### src/rtl/pin_collector_pkg.sv
`default_nettype none
// ============================================================================
// Module   : pin_collector_pkg
// Brief    : Shared PIN-packet type, key codes and collector state encoding.
// Revision : 1.0 - initial release
// ============================================================================
package pin_collector_pkg;

  localparam logic [3:0] DIGIT_BLANK = 4'hE;
  localparam logic [3:0] KEY_STAR    = 4'hA;
  localparam logic [3:0] KEY_HASH    = 4'hB;

  typedef struct packed {
    logic       status;
    logic [3:0] digit1;
    logic [3:0] digit2;
    logic [3:0] digit3;
    logic [3:0] digit4;
  } pinPac_t;

  typedef enum logic [1:0] {
    ST_IDLE    = 2'd0,
    ST_COLLECT = 2'd1,
    ST_PRESENT = 2'd2
  } pc_state_t;

  localparam pinPac_t c_pin_blank = '{
    status : 1'b0,
    digit1 : DIGIT_BLANK,
    digit2 : DIGIT_BLANK,
    digit3 : DIGIT_BLANK,
    digit4 : DIGIT_BLANK
  };

  function automatic logic is_digit(input logic [3:0] code);
    return code <= 4'd9;
  endfunction

endpackage
`default_nettype wire

### src/rtl/pin_collector_if.sv
`default_nettype none
// ============================================================================
// Module   : pin_collector_if
// Brief    : Key-event inputs and PIN-packet outputs of the collector.
// Revision : 1.0 - initial release
// ============================================================================
interface pin_collector_if;
  import pin_collector_pkg::*;

  logic       enable;
  logic       key_valid;
  logic [3:0] key_code;
  logic       pin_ack;
  pinPac_t    pin_out;
  logic [2:0] digit_count;
  logic       busy;
  logic       timeout;

  // master = packet producer (the collector), slave = keypad/consumer side
  modport master (
    input  enable, key_valid, key_code, pin_ack,
    output pin_out, digit_count, busy, timeout
  );

  modport slave (
    output enable, key_valid, key_code, pin_ack,
    input  pin_out, digit_count, busy, timeout
  );

endinterface
`default_nettype wire

### src/rtl/pin_collector_inactivity_timer.sv
`default_nettype none
// ============================================================================
// Module   : inactivity_timer
// Brief    : Saturating idle counter; flags expiry when LIMIT cycles elapse.
// Revision : 1.0 - initial release
// ============================================================================
module inactivity_timer #(
  parameter int unsigned LIMIT = 100
) (
  input  logic clk,
  input  logic rst,
  input  logic run,
  input  logic restart,
  output logic expired
);

  localparam int unsigned      c_width = $clog2(LIMIT + 1);
  localparam logic [c_width-1:0] c_limit = c_width'(LIMIT);

  logic [c_width-1:0] r_cnt;

  always_ff @(posedge clk) begin
    if (rst || !run || restart) begin
      r_cnt <= '0;
    end else if (r_cnt != c_limit) begin
      r_cnt <= r_cnt + 1'b1;
    end
  end

  // a restart in the expiry cycle suppresses the expiry
  assign expired = run && !restart && (r_cnt == c_limit);

endmodule
`default_nettype wire

### src/rtl/pin_collector.sv
`default_nettype none
// ============================================================================
// Module   : pin_collector
// Brief    : Assembles keypad digits into a pinPac_t packet and holds it until
//            acknowledged. Optional inactivity timeout: PIN_COLLECT_TIMEOUT_EN.
// Revision : 1.0 - initial release
// ============================================================================
module pin_collector #(
  parameter int unsigned TIMEOUT_CYCLES = 100_000_000
) (
  input  logic            clk,
  input  logic            rst,
  pin_collector_if.master bus
);
  import pin_collector_pkg::*;

  pc_state_t  r_state,   w_state_nxt;
  pinPac_t    r_pin,     w_pin_nxt;
  logic [2:0] r_count,   w_count_nxt;
  logic       r_timeout, w_timeout_nxt;
  logic       w_expired;

  if (TIMEOUT_CYCLES == 0) begin : g_bad_timeout
    $error("pin_collector: TIMEOUT_CYCLES must be non-zero");
  end

`ifdef PIN_COLLECT_TIMEOUT_EN
  inactivity_timer #(
    .LIMIT   (TIMEOUT_CYCLES)
  ) u_timer (
    .clk     (clk),
    .rst     (rst),
    .run     (r_state == ST_COLLECT),
    .restart (bus.key_valid),
    .expired (w_expired)
  );
`else
  assign w_expired = 1'b0;
`endif

  always_ff @(posedge clk) begin
    if (rst) begin
      r_state   <= ST_IDLE;
      r_pin     <= c_pin_blank;
      r_count   <= 3'd0;
      r_timeout <= 1'b0;
    end else begin
      r_state   <= w_state_nxt;
      r_pin     <= w_pin_nxt;
      r_count   <= w_count_nxt;
      r_timeout <= w_timeout_nxt;
    end
  end

  always_comb begin
    w_state_nxt   = r_state;
    w_pin_nxt     = r_pin;
    w_count_nxt   = r_count;
    w_timeout_nxt = 1'b0;

    if (!bus.enable) begin
      w_state_nxt = ST_IDLE;
      w_pin_nxt   = c_pin_blank;
      w_count_nxt = 3'd0;
    end else begin
      case (r_state)
        ST_IDLE: begin
          if (bus.key_valid && is_digit(bus.key_code)) begin
            w_pin_nxt.digit1 = bus.key_code;
            w_count_nxt      = 3'd1;
            w_state_nxt      = ST_COLLECT;
          end
        end

        ST_COLLECT: begin
          if (bus.key_valid) begin
            if (is_digit(bus.key_code)) begin
              // a fifth digit falls through the default and is dropped
              case (r_count)
                3'd0:    w_pin_nxt.digit1 = bus.key_code;
                3'd1:    w_pin_nxt.digit2 = bus.key_code;
                3'd2:    w_pin_nxt.digit3 = bus.key_code;
                3'd3:    w_pin_nxt.digit4 = bus.key_code;
                default: ;
              endcase
              if (r_count < 3'd4) begin
                w_count_nxt = r_count + 3'd1;
              end
            end else if (bus.key_code == KEY_STAR) begin
              w_pin_nxt   = c_pin_blank;
              w_count_nxt = 3'd0;
              w_state_nxt = ST_IDLE;
            end else if (bus.key_code == KEY_HASH && r_count != 3'd0) begin
              w_pin_nxt.status = 1'b1;
              w_state_nxt      = ST_PRESENT;
            end
          end else if (w_expired) begin
            w_pin_nxt     = c_pin_blank;
            w_count_nxt   = 3'd0;
            w_state_nxt   = ST_IDLE;
            w_timeout_nxt = 1'b1;
          end
        end

        ST_PRESENT: begin
          if (bus.pin_ack) begin
            w_pin_nxt   = c_pin_blank;
            w_count_nxt = 3'd0;
            w_state_nxt = ST_IDLE;
          end
        end

        default: begin
          w_pin_nxt   = c_pin_blank;
          w_count_nxt = 3'd0;
          w_state_nxt = ST_IDLE;
        end
      endcase
    end
  end

  assign bus.pin_out     = r_pin;
  assign bus.digit_count = r_count;
  assign bus.busy        = (r_state != ST_IDLE);
  assign bus.timeout     = r_timeout;

endmodule
`default_nettype wire
### src/flat_wrapper.sv
// flat-port wrapper written by rule: the top's interface ports become plain ports
module pin_collector_flat import pin_collector_pkg::*;
#(
  parameter int unsigned TIMEOUT_CYCLES = 100_000_000
)
  (clk, rst, bus_enable, bus_key_valid, bus_key_code, bus_pin_ack, bus_pin_out, bus_digit_count, bus_busy, bus_timeout);
  pin_collector_if bus_i ();
  input  logic clk;
  input  logic rst;
  input wire logic [$bits(bus_i.enable)-1:0] bus_enable;
  input wire logic [$bits(bus_i.key_valid)-1:0] bus_key_valid;
  input wire logic [$bits(bus_i.key_code)-1:0] bus_key_code;
  input wire logic [$bits(bus_i.pin_ack)-1:0] bus_pin_ack;
  output wire logic [$bits(bus_i.pin_out)-1:0] bus_pin_out;
  output wire logic [$bits(bus_i.digit_count)-1:0] bus_digit_count;
  output wire logic [$bits(bus_i.busy)-1:0] bus_busy;
  output wire logic [$bits(bus_i.timeout)-1:0] bus_timeout;
  assign bus_i.enable = bus_enable;
  assign bus_i.key_valid = bus_key_valid;
  assign bus_i.key_code = bus_key_code;
  assign bus_i.pin_ack = bus_pin_ack;
  assign bus_pin_out = bus_i.pin_out;
  assign bus_digit_count = bus_i.digit_count;
  assign bus_busy = bus_i.busy;
  assign bus_timeout = bus_i.timeout;
  pin_collector #(.TIMEOUT_CYCLES(TIMEOUT_CYCLES)) u_core (.clk(clk), .rst(rst), .bus(bus_i));
endmodule
### config.mk
export PLATFORM = sky130hd
export DESIGN_NAME = pin_collector_flat
export DESIGN_NICKNAME = d
export VERILOG_FILES = /design/src/rtl/pin_collector_pkg.sv /design/src/rtl/pin_collector_if.sv /design/src/rtl/pin_collector_inactivity_timer.sv /design/src/rtl/pin_collector.sv /design/src/flat_wrapper.sv
export SDC_FILE = /design/constraint.sdc
export NUM_CORES = 1
export LEC_CHECK = 0
export ABC_AREA = 1
export CAP_MARGIN = 20
export CORE_ASPECT_RATIO = 2
export CORE_MARGIN = 5
export CORE_UTILIZATION = 30
export DETAILED_ROUTE_END_ITERATION = 10
export GPL_ROUTABILITY_DRIVEN = 0
export PLACE_DENSITY = 0.55
export SYNTH_ARGS = -nofsm -noshare
export SYNTH_HDL_FRONTEND = slang
export SYNTH_SLANG_ARGS = --single-unit
### constraint.sdc
create_clock -name clk -period 1.5 [get_ports clk]
set_clock_uncertainty 0.2 [all_clocks]
set_input_delay 0.3 -clock clk [delete_from_list [all_inputs] [get_ports clk]]
set_output_delay 0.3 -clock clk [all_outputs]
set_load 0.02 [all_outputs]
==> summary.md <==
The flow ran to the end, but the final reports show violations. The final reports fail on negative setup slack. The cell family contributing the most delay on the critical path is flip-flops. The final count of negative-setup-slack endpoints was 1; the reported leakage power was 0.9298 nW. Dividing the final minimum period by the clock period gives 100.1%. The critical path's slowest cell is dfxtp_4. The tools report the sequential area share after synthesis as 34.37%.

The run gives 22 as the distinct cell type count of the synthesized netlist. The cell count after synthesis came out at 186. On the worst path, the slowest cell contributes a delay of 0.37 ns. The worst slack on hold paths came out at 0.2546 ns. The buffer cell driving the clock tree root is clkbuf_8. The tools report the startpoint of the lowest-slack register-to-register path as u_core.bus.digit_count[0]$_SDFFE_PP0P_. The first TritonRoute pass finished after 5 iterations. Internal power comes to 980.4 uW. The DRC violation count after routing came out at 0. Setup repair after global routing could not meet its margin everywhere. The critical path ends at u_core.r_state[0]$_SDFFE_PP0P_.

The number of sinks driven by the clock tree was 22. The post-synthesis net count came out at 200. Wires add up to 3585 um. The run gives 1,308 as the number of global-route vias before repair. Once the floorplan was initialized, standard cells occupied 31.03% of the core. Of the total power, registers draw 43.4%.

During I/O placement, the number of pins put on the boundary was 31. The most used flip-flop cell after synthesis is dfxtp_1. The diode insertion count for antenna repair came out at 0. Across the run, the number of max-cap violations was 0. Startpoint type of the worst setup path: a flop. Across the VDD grid, the largest voltage drop is 0.6047 mV. The commonest cells after synthesis are nand2_1 (47), nand3_1 (28), nor2_1 (25). The floorplan step defined a core boundary enclosing 0.004129 mm2.

In the routed layout, each cell is associated on average with a via count of 4.536. The first global-routing pass estimated 5520 um of wire. The logs give 49.39% for the utilization after layout and -0.001293 ns for the worst-case setup margin in the final layout. Buffers placed on the I/O ports in this run total 29.

Clock-pin slew was measured on the worst setup and hold paths at 0.08 ns. The logs give 33 for the placement row count and 1.50 ns for the data arrival time at the worst-slack endpoint. In this run the worst setup path begins at u_core.bus.digit_count[0]$_SDFFE_PP0P_.

Per report_power, the combinational group accounts for 25.9% of the total. For this design the total switching power over the nets is 430.2 uW. The highest net fanout along the worst path works out to 4.

The detail route stage leaves a number of antenna-violating nets equal to 0. TritonCTS built the clock tree. The final-stage net count is 256, and the post-route total power is 1.411 mW. The power density relative to cell area came out at 691.6 mW/mm2.

Top cell type by total area after synthesis: dfxtp_1. The run gives 1.49 ns as the required time of the critical path. After the flow finishes, the layout carries non-filler instances totaling 293. The HPWL after detailed placement is 2691 um. The worst register-to-register path has a setup slack of -0.001 ns. Endpoint class of the critical path: a flop. The final max-slew violation count was 0.

The detailed router finished its first iteration with 8 violations. Cells with a size suffix above 1 make up 41.91% of the layout. The tools report the final hold violation count as 0. The run gives 3 as the number of clock buffers inserted by TritonCTS.

For this run the aggregate overflow at the end of global routing stands at 0. After synthesis the netlist holds a flip-flop and latch count of 22. In this run, the clock network consumes 30.7% of the power. Depth of the CTS H-tree: 1. Net switching is 30.49% of the power. The critical path crosses 9 cells after its start point.

The endpoint identified for the worst register-to-register timing path is u_core.r_state[0]$_SDFFE_PP0P_. The number of buffers and inverters on the critical path is 3. Traced cell by cell, the critical path runs through inv_4 -> ha_4 -> inv_2 -> nor2_4 -> buf_4 -> nor2_4 -> nor2_1 -> nor2_1 -> a21oi_1. For the later-pin clock latency in the skew report, the log shows 0.27 ns. The worst hold path begins at u_core.bus.pin_out[16]$_SDFFE_PP0P_. The area growth from synthesis to layout is 59.18%. Worst slack at placement: -0.5134 ns. Kind of critical path: reg2reg.

The proportion of synthesized flip-flops having asynchronous set or reset works out to 0%. From left edge to right edge, the die measures 56.21 um. For the maximum number of pins on one net before global-route repair, the log shows 13.

By area the synthesized netlist is led by dfxtp_1 (34%), nand2_1 (14%), nand3_1 (11%). The maximum frequency from static timing analysis is 666.1 MHz, and the placed instance count is 287. A synthesized cell averages 6.888 um2. Across all layers, the routed design uses 1,329 vias. The number of cells on the worst reg-to-reg path is 9. During synthesis, Yosys emitted a total of 0 warnings. nand2_1 is the most common cell in the netlist.

In the global route stage, overall resource usage came out at 12.08%. In this run, synthesis inferred 0 flip-flops with an integrated enable. The clock passes through at most 2 buffers.

Type of the most critical hold path: reg2reg. The synthesized cell area is 0.001281 mm2, and the chip height is 102.4 um. The detail-routed net length per standard cell is 12.24 um, and the time the final worst path needs with I/O delays and setup is 1.501 ns. The area share of the largest cell type after synthesis is 34.38%. The die covers 0.005757 mm2. The initial antenna violation count was 0.
-- worst min-delay path, cell delays in order, from the launching register on --
cell and delay [ns]:
dfxtp_1 0.32, inv_1 0.05, a21oi_1 0.05
-- per-layer routing --
metal,global-route usage [%],wire (um),vias to the layer above
met2,24.26,2006,25
met4,6.764,121,0
met1,11.31,1344,607
met3,1.643,112,8
met5,0,0,-
li1,-,-,689
-- what timing repair did --
action	CTS	global route
pin swaps	6	20
gates resized for setup	52	49
buffers inserted	1	1
endpoints found under the setup margin	43	26
hold buffers	0	0
-- metrics by stage --
step / instance area, um2 / setup TNS, ns
after floorplan: 1292 / 0
after global placement: 1802 / -10.12
after detailed placement: 1802 / -10.35
after CTS: 1891 / -0.02224
after global routing: 2039 / -0.4469
final: 2039 / -0.001293
-- flip-flops by register name, indices dropped and copies added (netlist names) --
register and cells:
u_core.bus.pin_out 17, u_core.bus.digit_count 3, u_core.r_state 2
-- cell usage in the layout (no fill, tap or decap), drive strengths merged --
master         instances
clkdlybuf4s15          1
clkdlybuf4s50          3
inv                   24
nand2                 55
dfxtp                 22
nor3                   2
ha                     5
clkbuf                 8
buf                   25
o21ai                  5
dlygate4sd2           20
nor2                  34
a21oi                  3
conb                   1
nand3                 29
or2                    2
o21bai                 2
-- cells by family (layout without fill, tap and decap cells) --
kind of cell | after synthesis | after routing | share of synthesized area [%]
AOI/OAI and AO/OA | 10 | 10 | 5.176
adders and majority gates | 5 | 5 | 4.883
buffers and inverters | 26 | 81 | 8.301
DFF | 22 | 22 | 34.37
other | 1 | 1 | 0.2927
and+or+nand+nor | 122 | 122 | 46.97
-- worst min-delay path by stage --
stage	end	slack [ns]	cells past startpoint
global placement	u_core.bus.pin_out[16]$_SDFFE_PP0P_	0.24	2
global route	u_core.bus.pin_out[5]$_SDFFE_PP1P_	0.28	2
finish	u_core.bus.pin_out[16]$_SDFFE_PP0P_	0.25	2
floorplan	u_core.bus.pin_out[1]$_SDFFE_PP1P_	0.25	2
detailed placement	u_core.bus.pin_out[9]$_SDFFE_PP1P_	0.24	2
CTS	u_core.bus.pin_out[16]$_SDFFE_PP0P_	0.26	2
-- power by group through the flow --
| stage | registers, mW | logic, mW | clock network [mW] |
|---|---|---|---|
| after global placement | 0.626 | 0.325 | 0 |
| after global routing | 0.615 | 0.399 | 0.469 |
| after floorplan | 0.646 | 0.165 | 0 |
| final | 0.612 | 0.365 | 0.434 |
| after CTS | 0.612 | 0.326 | 0.447 |
| after detailed placement | 0.626 | 0.324 | 0 |
-- cell type report --
| cell class | instances | area, um2 |
|---|---|---|
| Multi-Input combinational cell | 138 | 927.1 |
| Clock buffer | 4 | 55.05 |
| Tap cell | 52 | 65.06 |
| Inverter | 24 | 110.1 |
| Sequential cell | 22 | 454.2 |
| Fill cell | 416 | 2090 |
| Timing Repair Buffer | 53 | 427.9 |
No activity file was read; power rests on OpenSTA's default activity.
